<file path="src/rtl/dsp_jtag_pkg.sv">
// Shared types for the DSP JTAG router: the IEEE 1149.1 TAP state encoding
// and the predicate that says when the chain mask may safely change.
package dsp_jtag_pkg;

  typedef enum logic [3:0] {
    TAP_EX2DR   = 4'h0,
    TAP_EX1DR   = 4'h1,
    TAP_SHDR    = 4'h2,
    TAP_PAUSEDR = 4'h3,
    TAP_SELIR   = 4'h4,
    TAP_UPDDR   = 4'h5,
    TAP_CAPDR   = 4'h6,
    TAP_SELDR   = 4'h7,
    TAP_EX2IR   = 4'h8,
    TAP_EX1IR   = 4'h9,
    TAP_SHIR    = 4'hA,
    TAP_PAUSEIR = 4'hB,
    TAP_RTI     = 4'hC,
    TAP_UPDIR   = 4'hD,
    TAP_CAPIR   = 4'hE,
    TAP_TLR     = 4'hF
  } tap_state_t;

  // Only the two idle states leave every DSP TAP in a place where reshaping the chain is harmless.
  function automatic logic is_safe_state(input tap_state_t s);
    return (s == TAP_TLR) || (s == TAP_RTI);
  endfunction

endpackage

</file>
<file path="src/rtl/jtag_tap_tracker.sv">
// Follows the host's TAP controller from the system clock domain by
// synchronising TCK/TMS/TRST and stepping a shadow 1149.1 state machine.
import dsp_jtag_pkg::*;

module jtag_tap_tracker #(
  parameter int SYNC_STAGES = 2
) (
  input  logic       clk,
  input  logic       rst,
  input  logic       tck,
  input  logic       tms,
  input  logic       trst_n,
  output logic [3:0] state,
  output logic       tck_rise,
  output logic       trst_hold
);

  logic [SYNC_STAGES-1:0] tck_sync;
  logic [SYNC_STAGES-1:0] tms_sync;
  logic [SYNC_STAGES-1:0] trst_sync;
  logic                   tck_prev;
  tap_state_t             cur_state;
  tap_state_t             nxt_state;

  // TMS rides the same pipeline depth as TCK so the sampled pair stays aligned.
  always_ff @(posedge clk) begin
    if (rst) begin
      tck_sync  <= '0;
      tms_sync  <= '0;
      trst_sync <= '0;
      tck_prev  <= 1'b0;
      cur_state <= TAP_TLR;
    end else begin
      tck_sync  <= {tck_sync[SYNC_STAGES-2:0], tck};
      tms_sync  <= {tms_sync[SYNC_STAGES-2:0], tms};
      trst_sync <= {trst_sync[SYNC_STAGES-2:0], trst_n};
      tck_prev  <= tck_sync[SYNC_STAGES-1];
      if (!trst_sync[SYNC_STAGES-1])
        cur_state <= TAP_TLR;
      else if (tck_rise)
        cur_state <= nxt_state;
    end
  end

  assign tck_rise  = tck_sync[SYNC_STAGES-1] & ~tck_prev;
  assign trst_hold = ~trst_sync[SYNC_STAGES-1];
  assign state     = cur_state;

  always_comb begin
    nxt_state = cur_state;
    unique case (cur_state)
      TAP_TLR:     nxt_state = tms_sync[SYNC_STAGES-1] ? TAP_TLR     : TAP_RTI;
      TAP_RTI:     nxt_state = tms_sync[SYNC_STAGES-1] ? TAP_SELDR   : TAP_RTI;
      TAP_SELDR:   nxt_state = tms_sync[SYNC_STAGES-1] ? TAP_SELIR   : TAP_CAPDR;
      TAP_CAPDR:   nxt_state = tms_sync[SYNC_STAGES-1] ? TAP_EX1DR   : TAP_SHDR;
      TAP_SHDR:    nxt_state = tms_sync[SYNC_STAGES-1] ? TAP_EX1DR   : TAP_SHDR;
      TAP_EX1DR:   nxt_state = tms_sync[SYNC_STAGES-1] ? TAP_UPDDR   : TAP_PAUSEDR;
      TAP_PAUSEDR: nxt_state = tms_sync[SYNC_STAGES-1] ? TAP_EX2DR   : TAP_PAUSEDR;
      TAP_EX2DR:   nxt_state = tms_sync[SYNC_STAGES-1] ? TAP_UPDDR   : TAP_SHDR;
      TAP_UPDDR:   nxt_state = tms_sync[SYNC_STAGES-1] ? TAP_SELDR   : TAP_RTI;
      TAP_SELIR:   nxt_state = tms_sync[SYNC_STAGES-1] ? TAP_TLR     : TAP_CAPIR;
      TAP_CAPIR:   nxt_state = tms_sync[SYNC_STAGES-1] ? TAP_EX1IR   : TAP_SHIR;
      TAP_SHIR:    nxt_state = tms_sync[SYNC_STAGES-1] ? TAP_EX1IR   : TAP_SHIR;
      TAP_EX1IR:   nxt_state = tms_sync[SYNC_STAGES-1] ? TAP_UPDIR   : TAP_PAUSEIR;
      TAP_PAUSEIR: nxt_state = tms_sync[SYNC_STAGES-1] ? TAP_EX2IR   : TAP_PAUSEIR;
      TAP_EX2IR:   nxt_state = tms_sync[SYNC_STAGES-1] ? TAP_UPDIR   : TAP_SHIR;
      TAP_UPDIR:   nxt_state = tms_sync[SYNC_STAGES-1] ? TAP_SELDR   : TAP_RTI;
      default:     nxt_state = TAP_TLR;
    endcase
  end

endmodule

</file>
<file path="src/rtl/dsp_jtag_chain.sv">
// JTAG router between the board header and N DSPs: a combinational daisy chain
// over the DSPs selected by ACTIVE, with mask changes held off until the TAP is idle.
import dsp_jtag_pkg::*;

module dsp_jtag_chain #(
  parameter int               N_DSP        = 2,
  parameter logic [N_DSP-1:0] ACTIVE_RESET = '1,
  parameter int               SYNC_STAGES  = 2,
  parameter int               EMU_FORWARD  = 0
) (
  input  logic             CLK,
  input  logic             RST,
  input  logic             TCK_A,
  input  logic             TMS_A,
  input  logic             TDI_A,
  input  logic             TRST_A,
  output logic             TDO_A,
  output logic             EMU_A,
  output logic [N_DSP-1:0] DSP_TCK,
  output logic [N_DSP-1:0] DSP_TMS,
  output logic [N_DSP-1:0] DSP_TDI,
  output logic [N_DSP-1:0] DSP_TRST,
  input  logic [N_DSP-1:0] DSP_TDO,
  input  logic [N_DSP-1:0] DSP_EMU,
  input  logic [N_DSP-1:0] CFG_MASK,
  input  logic             CFG_WR,
  output logic [N_DSP-1:0] ACTIVE,
  output logic             CFG_BUSY,
  output logic [3:0]       TAP_STATE
);

  logic [N_DSP-1:0] active_q;
  logic [N_DSP-1:0] pending;
  logic             busy;
  logic [3:0]       tap_state;
  logic             tck_rise;
  logic             trst_hold;
  logic             commit_ok;
  logic [N_DSP-1:0] tdi_v;
  logic             tdo_v;
  logic             emu_and;

  jtag_tap_tracker #(
    .SYNC_STAGES(SYNC_STAGES)
  ) u_tracker (
    .clk      (CLK),
    .rst      (RST),
    .tck      (TCK_A),
    .tms      (TMS_A),
    .trst_n   (TRST_A),
    .state    (tap_state),
    .tck_rise (tck_rise),
    .trst_hold(trst_hold)
  );

  assign commit_ok = (is_safe_state(tap_state_t'(tap_state)) && !tck_rise) || trst_hold;

  // A write landing on the commit cycle wins, so the most recent request is never lost.
  always_ff @(posedge CLK) begin
    if (RST) begin
      active_q <= ACTIVE_RESET;
      pending  <= ACTIVE_RESET;
      busy     <= 1'b0;
    end else if (busy && commit_ok) begin
      active_q <= CFG_WR ? CFG_MASK : pending;
      pending  <= CFG_WR ? CFG_MASK : pending;
      busy     <= 1'b0;
    end else if (CFG_WR) begin
      pending  <= CFG_MASK;
      busy     <= 1'b1;
    end
  end

  // Walk the DSPs in index order, threading each active one's TDO into the next.
  always_comb begin
    tdi_v = '1;
    tdo_v = TDI_A;
    for (int k = 0; k < N_DSP; k++) begin
      if (active_q[k]) begin
        tdi_v[k] = tdo_v;
        tdo_v    = DSP_TDO[k];
      end
    end
  end

  assign emu_and   = &(DSP_EMU | ~active_q);

  assign TDO_A     = tdo_v;
  assign DSP_TDI   = tdi_v;
  assign DSP_TCK   = {N_DSP{TCK_A}};
  assign DSP_TMS   = {N_DSP{TMS_A}} | ~active_q;
  assign DSP_TRST  = {N_DSP{TRST_A}} & active_q;
  assign EMU_A     = (EMU_FORWARD != 0) ? emu_and : 1'b0;
  assign ACTIVE    = active_q;
  assign CFG_BUSY  = busy;
  assign TAP_STATE = tap_state;

endmodule

</file>
<file path="config.mk">
export PLATFORM = sky130hd
export DESIGN_NAME = dsp_jtag_chain
export DESIGN_NICKNAME = d
export VERILOG_FILES = /design/src/rtl/dsp_jtag_pkg.sv /design/src/rtl/jtag_tap_tracker.sv /design/src/rtl/dsp_jtag_chain.sv
export SDC_FILE = /design/constraint.sdc
export NUM_CORES = 1
export LEC_CHECK = 0
export CORE_MARGIN = 5
export CORE_UTILIZATION = 43
export CTS_CLUSTER_SIZE = 40
export DETAILED_ROUTE_END_ITERATION = 16
export PLACE_DENSITY_LB_ADDON = 0.12
export SLEW_MARGIN = 5
export SYNTH_ARGS = -nofsm -noshare
export SYNTH_HDL_FRONTEND = slang
export SYNTH_SLANG_ARGS = --single-unit
</file>
<file path="constraint.sdc">
create_clock -name CLK -period 1.43 [get_ports CLK]
set_input_delay 0.286 -clock CLK [delete_from_list [all_inputs] [get_ports CLK]]
set_output_delay 0.286 -clock CLK [all_outputs]
set_load 0.1 [all_outputs]
</file>
==> metrics.md <==
| Metric | Value |
|---|---|
| N_diodes | `0` |
| Clk sink count | `16` |
| Crit Path Max Fanout | `2` |
| Max cap viols | `0` |
| Initial antenna violation count | `0` |
| Post-CTS Setup Repair Bufs | `0` |
| GR peak layer | `met2` |
| Yosys reg bits | `16` |
| Tot GR Track Use | `15.5%` |
| Worst-path clk slew | `0.10 ns` |
| Worst Path Required | `1.14 ns` |
| Commonest non-fill, non-tap cell in the layout | `buf_12` |
| Worst EP arrival | `1.39 ns` |
| First-pass GRT wire length | `3.24 mm` |
| Layout net count | `131` |
| CP Capture Type | `output port` |
| Commonest non-fill, non-tap cells in the layout | `buf_12, nor2b_1, dfxtp_1` |
| Global route total overflow | `0` |
| Core area | `1760 um2` |
| Critical Path Max Stage Delay | `0.36 ns` |
| Max Slew Vio Count | `0` |
| Via/cell ratio | `5.18` |
| Pwr dens | `926 nW/um2` |
| Initial Util | `46.6%` |
| Library cells used by synthesis | `36` |
| Number of buffers added on ports | `26` |
| Clock Latency Late Sink | `0.28 ns` |
| # setup viols final | `3` |
| Period utilization | `117%` |
| DRT Pass-1 Iters | `4` |
| Slowest cell on crit path | `dfxtp_4` |
| Fin crit period | `1.68 ns` |
| HPWL Detailed | `1.55 mm` |
| DP Area | `1290 um2` |
| CP startpoint kind | `register` |
| Fmax | `596 MHz` |
| Mean Syn Cell Area | `9.13 um2` |
| Die X-Extent | `53.7 um` |
| Multi-input combinational cell area | `457 um2` |
| Number of synthesized flops with an enable pin | `0` |
| Top cell by count, worst path | `mux2_4` |
| Layout fillers | `140` |
| HP Class | `register to register` |
| Met3 Usage GRT | `4.71%` |
| Die Area | `2890 um2` |
| Skew final | `0.00102 ns` |
| DR iter-0 viols | `24` |
| Run status | `finished, violations left` |
| # DRC | `0` |
| DR vias | `735` |
| TritonCTS clock tree | `done` |
| Routing usage on met1 | `19.3%` |
| CTS max path bufs | `2` |
| Placement row count | `15` |
| WS Path Type | `register to output port` |
| P&R area growth vs syn | `61.3%` |
| Yosys Warn Count | `0` |
| Seq/Total Area, Yosys | `39.0%` |
| Syn nets | `103` |
| Setup TNS | `-0.470 ns` |
| Post-route ant nets | `0` |
| Setup ws final | `-0.249 ns` |
| Pre-CTS setup slack | `-0.293 ns` |
| Routed WL | `1.96 mm` |
| Post-layout utilization of the core | `75.2%` |
| Top-Level Pins | `30` |
| Hold Violations, Final | `0` |
| Met2 GRT Util | `25.8%` |
| FF+latch area | `339 um2` |
| Routed len/inst | `13.8 um` |
| Post-Layout Inst Area | `1330 um2` |
| GPL Wtd Cong | `0.740` |
| Hold_ws | `0.454 ns` |
| Asr flop ratio synth | `0%` |
| Lkg Pwr | `0.554 nW` |
| CTS Buf Count | `3` |
| Vias in the first global route | `710` |
| H-tree depth | `1` |
| Root Buffer | `clkbuf_4` |
| Fraction of layout instances using a drive strength above 1 | `37.6%` |
| Post-Syn Area | `822 um2` |
| Syn Inst Count | `90` |
| Failing checks | `negative setup slack` |
| VDD IR max | `0.000666 V` |
| Ys flop type | `dfxtp_1` |
| Sequence of cells on the critical path | `mux2_4, mux2_4, buf_12` |
| Pin count of the biggest net entering global routing | `13` |
| Hold_buf cts | `0` |
| Die Y | `53.7 um` |
| RSZ-0062 raised after global routing | `yes` |
[final cells by class]
cell class / count / share of cell area (%)
tap: 25 / 2.36
multi-input combinational: 63 / 34.4
inverter: 4 / 1.13
timing repair buffer: 30 / 33.8
sequential: 16 / 25.6
clock buffer: 4 / 2.74
[critical path, delay by kind of cell (launching register included)]
kind                   cells  cell delay [ns]
multiplexers               2             0.58
buffers and inverters      1             0.17
flip-flops                 1             0.36
[power by group]
part           switching, W  internal (W)
Sequential        0.0000178      0.000460
Combinational      0.000277      0.000172
Clock              0.000147      0.000155
[through the flow]
step                      std cells  power [W]
after floorplan                  90   0.000765
after global placement          138   0.000934
after detailed placement        138   0.000941
after CTS                       142    0.00123
after global routing            142    0.00127
final                           142    0.00123
[path summary, 6_finish.rpt]
check / startpoint / to / slack (ns) / cells past startpoint
setup reg to reg: ACTIVE[0]$_SDFFE_PP1P_ / ACTIVE[0]$_SDFFE_PP1P_ / 0.18 / 4
hold reg to reg: u_tracker.tms_sync[0]$_SDFF_PP0_ / u_tracker.tms_sync[1]$_SDFF_PP0_ / 0.45 / 1
hold / removal: u_tracker.tms_sync[0]$_SDFF_PP0_ / u_tracker.tms_sync[1]$_SDFF_PP0_ / 0.45 / 1
setup / recovery: ACTIVE[0]$_SDFFE_PP1P_ / TDO_A / -0.25 / 3
[timing repair]
action                                 CTS  global route
endpoints found under the hold margin    0             0
gates resized for setup                  2             0
pin swaps                                0             0
setup endpoints to repair                3             3
[cells by family after synthesis]
group | count (synthesis) | synth area share (%)
xor+xnor | 2 | 2.13
compound gates | 22 | 19.0
flops | 16 | 39.0
mux | 4 | 5.48
simple gates | 34 | 26.0
other cells | 1 | 0.456
buf+inv | 11 | 7.91
[cells in the mapped netlist, types with 2 or more instances]
cell type | n | share of area, %
nand2_1 | 2 | 0.91
a21oi_1 | 4 | 2.4
inv_1 | 3 | 1.4
buf_4 | 4 | 3.7
or2_1 | 3 | 2.3
dfxtp_1 | 16 | 39
nor2b_1 | 10 | 7.6
a31oi_1 | 3 | 2.3
or3b_1 | 3 | 3.2
o21ai_1 | 3 | 1.8
and2_1 | 3 | 2.3
a211oi_1 | 2 | 1.8
o32ai_1 | 2 | 2.1
nor2_1 | 3 | 1.4
nand2b_1 | 6 | 4.6
mux2_2 | 3 | 4.1
[sequential cells by signal, indices dropped and copies added (netlist names)]
signal / count
u_tracker.state: 4
ACTIVE: 2
pending: 2
u_tracker.tck_sync: 2
u_tracker.tms_sync: 2
u_tracker.trst_sync: 2
CFG_BUSY: 1
u_tracker.tck_prev: 1
[layer usage]
layer	routed length (um)	up-vias
met2	985	22
met1	836	342
met3	142	0
li1	-	371
met5	0	-
met4	0	0
Note: power is estimated with default switching activity, not from simulation.
